<file path="src/rtl/cape_job_sched_if.sv">
// rtl/cape_job_sched_if.sv - Job request/response port of the CAPE SNG job scheduler
// The master is the job dispatcher; the slave is the scheduler.
interface cape_job_sched_if #(
   parameter int WIDTH      = 4,
   parameter int NUM_INPUTS = 2
) ();
   localparam int CW = WIDTH*NUM_INPUTS+1;
   localparam int PW = $clog2(WIDTH+1);

   logic                          req_valid;
   logic                          req_ready;
   logic [WIDTH*NUM_INPUTS-1:0]   req_bxs;
   logic [PW-1:0]                 req_prec;
   logic                          abort;
   logic                          rsp_valid;
   logic                          rsp_ready;
   logic [CW-1:0]                 rsp_count;
   logic [CW-1:0]                 rsp_cycles;
   logic [1:0]                    rsp_status;

   modport master (
      output req_valid, req_bxs, req_prec, abort, rsp_ready,
      input  req_ready, rsp_valid, rsp_count, rsp_cycles, rsp_status
   );

   modport slave (
      input  req_valid, req_bxs, req_prec, abort, rsp_ready,
      output req_ready, rsp_valid, rsp_count, rsp_cycles, rsp_status
   );
endinterface

</file>
<file path="src/rtl/cape_job_sched.sv">
// rtl/cape_job_sched.sv - Job scheduler sequencing one shared CAPE stochastic number generator
// Loads operands and truncation mask, restarts the SNG, counts all-ones cycles until period end.
module cape_job_sched #(
   parameter int WIDTH      = 4,
   parameter int NUM_INPUTS = 2
) (
   input  logic                        clk,
   input  logic                        rst_n,
   cape_job_sched_if.slave             job,
   output logic                        sng_clr_n,
   output logic [WIDTH*NUM_INPUTS-1:0] sng_bxs,
   output logic [WIDTH-1:0]            sng_trunc,
   input  logic [NUM_INPUTS-1:0]       sng_xs,
   input  logic                        sng_done,
   output logic                        busy
);
   localparam int CW = WIDTH*NUM_INPUTS+1;
   localparam int PW = $clog2(WIDTH+1);
   localparam logic [PW-1:0] PREC_MAX  = PW'(WIDTH);
   // Timeout limit is 2^(WIDTH*NUM_INPUTS), i.e. only the counter MSB set.
   localparam logic [CW-1:0] CYC_LIMIT = {1'b1, {(CW-1){1'b0}}};
   localparam logic [1:0] ST_OK      = 2'd0;
   localparam logic [1:0] ST_ABORT   = 2'd1;
   localparam logic [1:0] ST_TIMEOUT = 2'd2;

   typedef enum logic [1:0] {S_IDLE, S_CLEAR, S_RUN, S_RESP} state_t;

   state_t                      state_q, state_d;
   logic                        sng_clr_n_q, sng_clr_n_d;
   logic [WIDTH*NUM_INPUTS-1:0] sng_bxs_q, sng_bxs_d;
   logic [WIDTH-1:0]            sng_trunc_q, sng_trunc_d;
   logic [CW-1:0]               count_q, count_d;
   logic [CW-1:0]               cycles_q, cycles_d;
   logic [1:0]                  status_q, status_d;
   logic                        rsp_valid_q, rsp_valid_d;
   logic [PW-1:0]               prec_eff;
   logic [WIDTH-1:0]            trunc_dec;

   always_comb begin
      prec_eff = job.req_prec;
      if (job.req_prec == '0 || job.req_prec > PREC_MAX) prec_eff = PREC_MAX;
      trunc_dec = '0;
      for (int k = 0; k < WIDTH; k++) trunc_dec[k] = (k < (WIDTH - int'(prec_eff)));
   end

   always_comb begin
      state_d     = state_q;
      sng_clr_n_d = 1'b1;
      sng_bxs_d   = sng_bxs_q;
      sng_trunc_d = sng_trunc_q;
      count_d     = count_q;
      cycles_d    = cycles_q;
      status_d    = status_q;
      rsp_valid_d = rsp_valid_q;
      case (state_q)
         S_IDLE: begin
            if (job.req_valid) begin
               sng_bxs_d   = job.req_bxs;
               sng_trunc_d = trunc_dec;
               count_d     = '0;
               cycles_d    = '0;
               sng_clr_n_d = 1'b0;
               state_d     = S_CLEAR;
            end
         end
         S_CLEAR: begin
            if (job.abort) begin
               status_d    = ST_ABORT;
               rsp_valid_d = 1'b1;
               state_d     = S_RESP;
            end else begin
               state_d = S_RUN;
            end
         end
         S_RUN: begin
            // Period end outranks abort so a job finishing on the abort cycle still reports ok.
            if (sng_done) begin
               status_d    = ST_OK;
               rsp_valid_d = 1'b1;
               state_d     = S_RESP;
            end else if (job.abort) begin
               status_d    = ST_ABORT;
               rsp_valid_d = 1'b1;
               state_d     = S_RESP;
            end else if (cycles_q == CYC_LIMIT) begin
               status_d    = ST_TIMEOUT;
               rsp_valid_d = 1'b1;
               state_d     = S_RESP;
            end else begin
               cycles_d = cycles_q + CW'(1);
               count_d  = count_q + {{(CW-1){1'b0}}, &sng_xs};
            end
         end
         S_RESP: begin
            if (job.rsp_ready) begin
               rsp_valid_d = 1'b0;
               state_d     = S_IDLE;
            end
         end
         default: state_d = S_IDLE;
      endcase
   end

   always_ff @(posedge clk or negedge rst_n) begin
      if (!rst_n) begin
         state_q     <= S_IDLE;
         sng_clr_n_q <= 1'b1;
         sng_bxs_q   <= '0;
         sng_trunc_q <= '0;
         count_q     <= '0;
         cycles_q    <= '0;
         status_q    <= ST_OK;
         rsp_valid_q <= 1'b0;
      end else begin
         state_q     <= state_d;
         sng_clr_n_q <= sng_clr_n_d;
         sng_bxs_q   <= sng_bxs_d;
         sng_trunc_q <= sng_trunc_d;
         count_q     <= count_d;
         cycles_q    <= cycles_d;
         status_q    <= status_d;
         rsp_valid_q <= rsp_valid_d;
      end
   end

   assign sng_clr_n      = sng_clr_n_q;
   assign sng_bxs        = sng_bxs_q;
   assign sng_trunc      = sng_trunc_q;
   assign job.req_ready  = (state_q == S_IDLE);
   assign busy           = (state_q != S_IDLE);
   assign job.rsp_valid  = rsp_valid_q;
   assign job.rsp_count  = count_q;
   assign job.rsp_cycles = cycles_q;
   assign job.rsp_status = status_q;
endmodule

</file>
<file path="src/flat_wrapper.sv">
// flat-port wrapper written by rule: the top's interface ports become plain ports
module cape_job_sched_flat 
#(
   parameter int WIDTH      = 4,
   parameter int NUM_INPUTS = 2
)
  (clk, rst_n, sng_clr_n, sng_bxs, sng_trunc, sng_xs, sng_done, busy, job_req_valid, job_req_bxs, job_req_prec, job_abort, job_rsp_ready, job_req_ready, job_rsp_valid, job_rsp_count, job_rsp_cycles, job_rsp_status);
  cape_job_sched_if #(.WIDTH(WIDTH), .NUM_INPUTS(NUM_INPUTS)) job_i ();
  input  logic clk;
  input  logic rst_n;
  output logic sng_clr_n;
  output logic [WIDTH*NUM_INPUTS-1:0] sng_bxs;
  output logic [WIDTH-1:0] sng_trunc;
  input  logic [NUM_INPUTS-1:0] sng_xs;
  input  logic sng_done;
  output logic busy;
  input wire logic [$bits(job_i.req_valid)-1:0] job_req_valid;
  input wire logic [$bits(job_i.req_bxs)-1:0] job_req_bxs;
  input wire logic [$bits(job_i.req_prec)-1:0] job_req_prec;
  input wire logic [$bits(job_i.abort)-1:0] job_abort;
  input wire logic [$bits(job_i.rsp_ready)-1:0] job_rsp_ready;
  output wire logic [$bits(job_i.req_ready)-1:0] job_req_ready;
  output wire logic [$bits(job_i.rsp_valid)-1:0] job_rsp_valid;
  output wire logic [$bits(job_i.rsp_count)-1:0] job_rsp_count;
  output wire logic [$bits(job_i.rsp_cycles)-1:0] job_rsp_cycles;
  output wire logic [$bits(job_i.rsp_status)-1:0] job_rsp_status;
  assign job_i.req_valid = job_req_valid;
  assign job_i.req_bxs = job_req_bxs;
  assign job_i.req_prec = job_req_prec;
  assign job_i.abort = job_abort;
  assign job_i.rsp_ready = job_rsp_ready;
  assign job_req_ready = job_i.req_ready;
  assign job_rsp_valid = job_i.rsp_valid;
  assign job_rsp_count = job_i.rsp_count;
  assign job_rsp_cycles = job_i.rsp_cycles;
  assign job_rsp_status = job_i.rsp_status;
  cape_job_sched #(.WIDTH(WIDTH), .NUM_INPUTS(NUM_INPUTS)) u_core (.clk(clk), .rst_n(rst_n), .job(job_i), .sng_clr_n(sng_clr_n), .sng_bxs(sng_bxs), .sng_trunc(sng_trunc), .sng_xs(sng_xs), .sng_done(sng_done), .busy(busy));
endmodule
</file>
<file path="config.mk">
export PLATFORM = sky130hd
export DESIGN_NAME = cape_job_sched_flat
export DESIGN_NICKNAME = d
export VERILOG_FILES = /design/src/rtl/cape_job_sched_if.sv /design/src/rtl/cape_job_sched.sv /design/src/flat_wrapper.sv
export SDC_FILE = /design/constraint.sdc
export NUM_CORES = 1
export LEC_CHECK = 0
export ABC_AREA = 0
export CORE_MARGIN = 4
export CORE_UTILIZATION = 40
export CTS_CLUSTER_SIZE = 20
export DETAILED_ROUTE_END_ITERATION = 8
export HOLD_SLACK_MARGIN = 0.08
export PLACE_DENSITY_LB_ADDON = 0.12
export SYNTH_ARGS = -nofsm -noshare
export SYNTH_HDL_FRONTEND = slang
export SYNTH_SLANG_ARGS = --single-unit
</file>
<file path="constraint.sdc">
create_clock -name clk -period 3 [get_ports clk]
set_clock_uncertainty 0.05 [all_clocks]
set_input_delay 0.75 -clock clk [delete_from_list [all_inputs] [get_ports clk]]
set_output_delay 0.75 -clock clk [all_outputs]
set_load 0.01 [all_outputs]
</file>
* Word-level counts from Yosys, hierarchy flattened
Index checks and enable logic that the tools add are counted.
Word-level totals: bits in registers 36, bits of input ports 19, logic and storage cells 70
Cells by class: add/sub/neg operators 3, $lt $le $gt $ge 5, equal/unequal tests 11, muxes and demuxes 30, reductions and logical operators 13
Operators with widths (count):
- < comparator 3 x 32 -> 1 bit, first input constant | 2
- two-way mux 9 bit | 7
- one-hot mux 9 bit (2 select lines) | 2
- < comparator 1 x 32 -> 1 bit, first input constant | 1
- < comparator 2 x 32 -> 1 bit, first input constant | 1
- two-way mux 2 bit | 9
- inequality test 2 bit, second input constant | 6
- adder 9 x 1 -> 9 bit | 1
- adder 9 x 1 -> 9 bit, second input constant | 1
- equality test 9 bit, second input constant | 1
- two-way mux 1 bit | 8
- one-hot mux 2 bit (4 select lines) | 1
- AND reduction 3 bit | 2
- nonzero test 2 bit | 3
- AND reduction 5 bit | 1
- equality test 2 bit, second input constant | 2
- inequality test 4 x 3 -> 1 bit, second input constant | 1
- one-hot mux 2 bit (2 select lines) | 1
- AND reduction 2 bit | 2
- AND reduction 4 bit | 1
- subtractor 3 x 3 -> 4 bit, first input constant | 1
- > comparator 3 bit, second input constant | 1
- logical NOT 3 bit | 1
- two-way mux 3 bit | 1
- other kinds (5) | 5

* Logic depth before layout (Yosys ltp)
Gate-level depths: netlist of run 1.
depth after elaboration 6, mapped depth 9, mapped depth without buffers 8

* Worst setup path after synthesis of run 1
No wires, ideal clock.
path kind input to register, start point in job_req_prec[1], end point reg u_core.sng_trunc_q[1] (netlist: u_core.sng_trunc[1]), library setup time 0.083 ns, arrival 2.285 ns, required time 2.867 ns, path slack 0.582 ns, stages on the path 8, buffers on the path 0, path through or2_2 ha_1 nor2b_1 inv_1 ha_1 nor2b_1 o41a_1 o21ai_0
On the way: word-level cells in the longest chain between the ends 5, elaborated cells on any way between the ends 6
RTL lines:
- start, declared | line flat_wrapper.sv:19 | input wire logic [$bits(job_i.req_prec)-1:0] job_req_prec;
- > comparator 3 bit or logical NOT 3 bit (tied branches) | line cape_job_sched.sv:41 | if (job.req_prec == '0 || job.req_prec > PREC_MAX) prec_eff = PREC_MAX;
- logical OR 1 bit | line cape_job_sched.sv:41
- two-way mux 3 bit * | line cape_job_sched.sv:41
- subtractor 3 x 3 -> 4 bit * | line cape_job_sched.sv:43 | for (int k = 0; k < WIDTH; k++) trunc_dec[k] = (k < (WIDTH - int'(prec_eff)));
- < comparator 2 x 32 -> 1 bit * | line cape_job_sched.sv:43
- end signal, assigned | line cape_job_sched.sv:118 | sng_trunc_q <= sng_trunc_d;
- end, declared | line cape_job_sched.sv:31 | logic [WIDTH-1:0] sng_trunc_q, sng_trunc_d;
Mark *: on every way between the ends. The rest lies on a longest branch, timed or not. A chain may end at the register's enable or synchronous reset.

* Worst setup path in the final report of run 1
Ends and elaborated chain as after synthesis.

==> results of run 1 <==
==> worst max-delay path: stages <==
cell and delay, ns:
clkdlybuf4s50_1 0.41, or2_2 0.30, ha_1 0.27, nor2b_1 0.19, inv_1 0.09, ha_1 0.24, nor2b_1 0.14, o41a_1 0.30
o21ai_0 0.16
==> area by class of cell <==
| cell class | count | area share [%] |
|---|---|---|
| Multi-Input combinational cell | 156 | 38.6 |
| Sequential cell | 36 | 31.9 |
| Timing Repair Buffer | 65 | 21.9 |
| Clock buffer | 8 | 3.19 |
| Tap cell | 67 | 2.96 |
| Inverter | 11 | 1.46 |
==> flip-flops by register name, summed over array words and instances, names as in the netlist <==
signal,flops
u_core.job.rsp_status,2
u_core.job.rsp_valid,1
u_core.sng_bxs,8
u_core.state_q,2
u_core.job.rsp_cycles,9
u_core.job.rsp_count,9
u_core.sng_trunc,4
u_core.sng_clr_n,1
==> power breakdown <==
| part | switching, mW | leakage (nW) | internal, mW |
|---|---|---|---|
| registers | 0.173 | 0.455 | 0.655 |
| clock network | 0.166 | 0.0455 | 0.187 |
| logic | 0.502 | 0.711 | 0.592 |
| total | 0.841 | 1.21 | 1.43 |
==> routing by layer <==
| layer | part of all wire [%] | routed length [µm] | up-vias |
|---|---|---|---|
| li1 | - | - | 906 |
| met3 | 7.7 | 378 | 7 |
| met4 | 1.1 | 56 | 0 |
| met5 | 0 | 0 | - |
| met1 | 43 | 2100 | 873 |
| met2 | 48 | 2390 | 48 |
==> metrics by stage <==
step | setup WS (ns) | cells | total power [mW] | instance area (µm²) | hold WS (ns)
floorplan | 0.582 | 211 | 1.41 | 2070 | 0.404
finish | 0.307 | 343 | 2.27 | 2830 | 0.449
CTS | 0.305 | 343 | 2.31 | 2830 | 0.456
global route | 0.151 | 343 | 2.47 | 2830 | 0.478
global placement | 0.105 | 335 | 1.93 | 2740 | 0.414
detailed placement | 0.0137 | 335 | 1.94 | 2740 | 0.436
==> cell usage in the layout (no fill, tap or decap), types with 6 or more instances in the layout <==
cell / count
nor2b_1: 8
buf_4: 11
nand2_1: 32
nand3_1: 13
inv_1: 11
clkdlybuf4s50_1: 53
o21ai_0: 9
or4_1: 6
ha_1: 11
a21oi_1: 6
o211ai_1: 6
clkbuf_8: 6
nor2_1: 7
mux2_2: 10
dfrtp_1: 35
==> cell families (layout without fill, tap and decap cells) <==
family / count (synthesis) / in the layout
flops: 36 / 36
simple gates: 89 / 89
compound gates: 44 / 44
fa+ha+maj: 11 / 11
buf+inv: 19 / 84
mux: 12 / 12
==> synth_stat cells, types with 2 or more instances <==
cell type,count
dfrtp_1,35
nand2_1,32
nand3_1,13
ha_1,11
inv_1,11
mux2_2,10
o21ai_0,9
nor2b_1,8
nor2_1,7
a21oi_1,6
o211ai_1,6
or4_1,6
clkbuf_1,4
a211o_1,3
a31oi_1,3
and2_1,3
nand4_1,3
nand4b_1,3
o41ai_1,3
a2111oi_0,2
a2bb2oi_1,2
buf_1,2
buf_2,2
mux2i_1,2
nand2b_1,2
nand4bb_1,2
nor4b_1,2
nor4b_4,2
o311ai_0,2
or2_2,2
==> worst paths after layout <==
| check | startpoint | end | slack (ns) |
|---|---|---|---|
| worst max-delay path | job_req_prec[1] | u_core.sng_trunc[1] | 0.31 |
| max in group asynchronous | rst_n | u_core.sng_trunc[2] | 1.88 |
| worst max register to register | u_core.state_q[0] | u_core.job.rsp_cycles[8] | 0.73 |
| min in group asynchronous | rst_n | u_core.job.rsp_cycles[0] | 0.49 |
| worst min register to register | u_core.sng_trunc[2] | u_core.sng_trunc[2] | 0.45 |
| worst min-delay path | u_core.sng_trunc[2] | u_core.sng_trunc[2] | 0.45 |
==> reports/qor.csv, run 1 <==
stage,metric,value,unit
synthesis,main combinational cell family by area after synthesis,simple AND/OR/NAND/NOR gates,
synthesis,Synth Area in Adders,6.65,%
synthesis,syn avg cell area,9.80,µm²
clocking,Clock Sinks,36,
worst_setup_path,CP Launch Type,input pin,
final_layout,share of cells above drive strength 1,12.0,%
clocking,hold_buf cts,0,
global_routing,number of global-route vias before repair,1906,
global_routing,GR Layer Usage met3,5.64,%
sta,Slew Limit Fails,0,
synthesis,ys flop type,dfrtp_1,
final_layout,FF/Latch Area,902,µm²
clocking,CTS Buffer Depth,2,
synthesis,Simple-Gate Fraction of Synth Area,24.7,%
floorplanning,row cnt,25,
synthesis,synthesized flop and latch total,36,
synthesis,"Distinct cells, synth",43,
global_routing,largest net degree at the start of global routing,37,
worst_setup_path,crit-path max FO,4,
clocking,Clock Latency Late Sink,0.29,ns
detailed_routing,routed length per instance,14.4,µm
floorplanning,core area,4880,µm²
synthesis,post-synthesis compound-gate area fraction,15.1,%
run,maxcap violations,0,
clocking,H-tree depth,2,
worst_hold_path,Hold/Removal Path Class,flip-flop to flip-flop,
sta,Final setup viols,0,
synthesis,number of synthesized flops with an enable pin,0,
placed_design,port bufs,54,
global_routing,first-pass GRT wire length,8760,µm
synthesis,post-synthesis mux area share,6.41,%
clocking,clk root buf,clkbuf_8,
final_layout,Final Util,57.9,%
floorplanning,Die H,79.9,µm
placed_design,Placer Congestion,0.801,
worst_setup_path,Critical Path End Type,flip-flop,
global_routing,gr ovfl total,0,
synthesis,register area share after synthesis,43.6,%
clocking,Resized Gates After CTS,0,
worst_hold_path,hold path depth,2,
floorplanning,die area,6380,µm²
floorplanning,Top-Level Pins,55,
power_and_ir_drop,cell area power density,804,nW/µm²
synthesis,dominant cell type by area after synthesis,dfrtp_1,
final_layout,multi-input combinational cell area,1090,µm²
synthesis,syn nets,241,
sta,RSZ-0062 raised after global routing,no,
power_and_ir_drop,LEAKAGE,1.21,nW
power_and_ir_drop,Worst VDD drop,0.415,mV
detailed_routing,DRC,0,
worst_setup_path,critical path class,input pin to flip-flop,
clocking,CTS tree,done,
synthesis,Post-Synth XOR/XNOR Area,0,%
placed_design,HPWL after DPL,3600,µm
worst_setup_path,Critical Path AT,2.84,ns
synthesis,dominant cells by area after synthesis,"dfrtp_1 (42%), ha_1 (6.7%), nand2_1 (5.8%)",
sta,setup TNS,0,ns
sta,Worst slew margin,46.1,%
synthesis,"Warnings, synthesis",0,
sta,Tmin final,2.69,ns
synthesis,post-synth top area share,42.3,%
final_layout,Final nets,305,
sta,Max Freq,371,MHz
global_routing,GRT Util Overall,17.1,%
global_routing,initial antenna violation count,0,
floorplanning,chip width,79.9,µm
floorplanning,initial core utilization,42.4,%
detailed_routing,Vias/cell,5.35,
clocking,TritonCTS Buffers,5,
clocking,Clock Pin Slew Worst Setup and Hold Paths,0.06,ns
run_status,status,completed,
detailed_routing,DR iter-0 viols,75,
sta,slew of the pin with the lowest slew margin,0.809,ns
global_routing,GR Util met1,19.9,%
sta,final worst path period share,89.8,%
detailed_routing,via count,1834,
global_routing,GR peak layer,met2,
sta,Final Hold Fails,0,
synthesis,ys async rst share,100,%
worst_setup_path,critical path required time,3.15,ns
final_layout,Filler cells,455,
synthesis,cells after synthesis,211,
detailed_routing,final wirelength,4930,µm
worst_setup_path,worst reg2reg path depth,6,
final_layout,Antenna Cells,0,
clocking,Setup Buffers After CTS,0,
detailed_routing,post-route ant nets,0,
synthesis,Netlist Area Pre-Place,2070,µm²
detailed_routing,drt first pass iters,4,
final_layout,Layout area overhead,36.7,%
global_routing,met2 Use GR,29.7,%
Note: power is estimated with default switching activity, not from simulation.
==> run 2: changes to the inputs <==
--- a/config.mk
+++ b/config.mk
@@ -12,6 +12,7 @@
 export DETAILED_ROUTE_END_ITERATION = 8
 export HOLD_SLACK_MARGIN = 0.08
 export PLACE_DENSITY_LB_ADDON = 0.12
+export SKIP_LAST_GASP = 1
 export SYNTH_ARGS = -nofsm -noshare
 export SYNTH_HDL_FRONTEND = slang
 export SYNTH_SLANG_ARGS = --single-unit
==> results of run 2 <==
The final DEF is identical to that of run 1; final timing and power are the same.
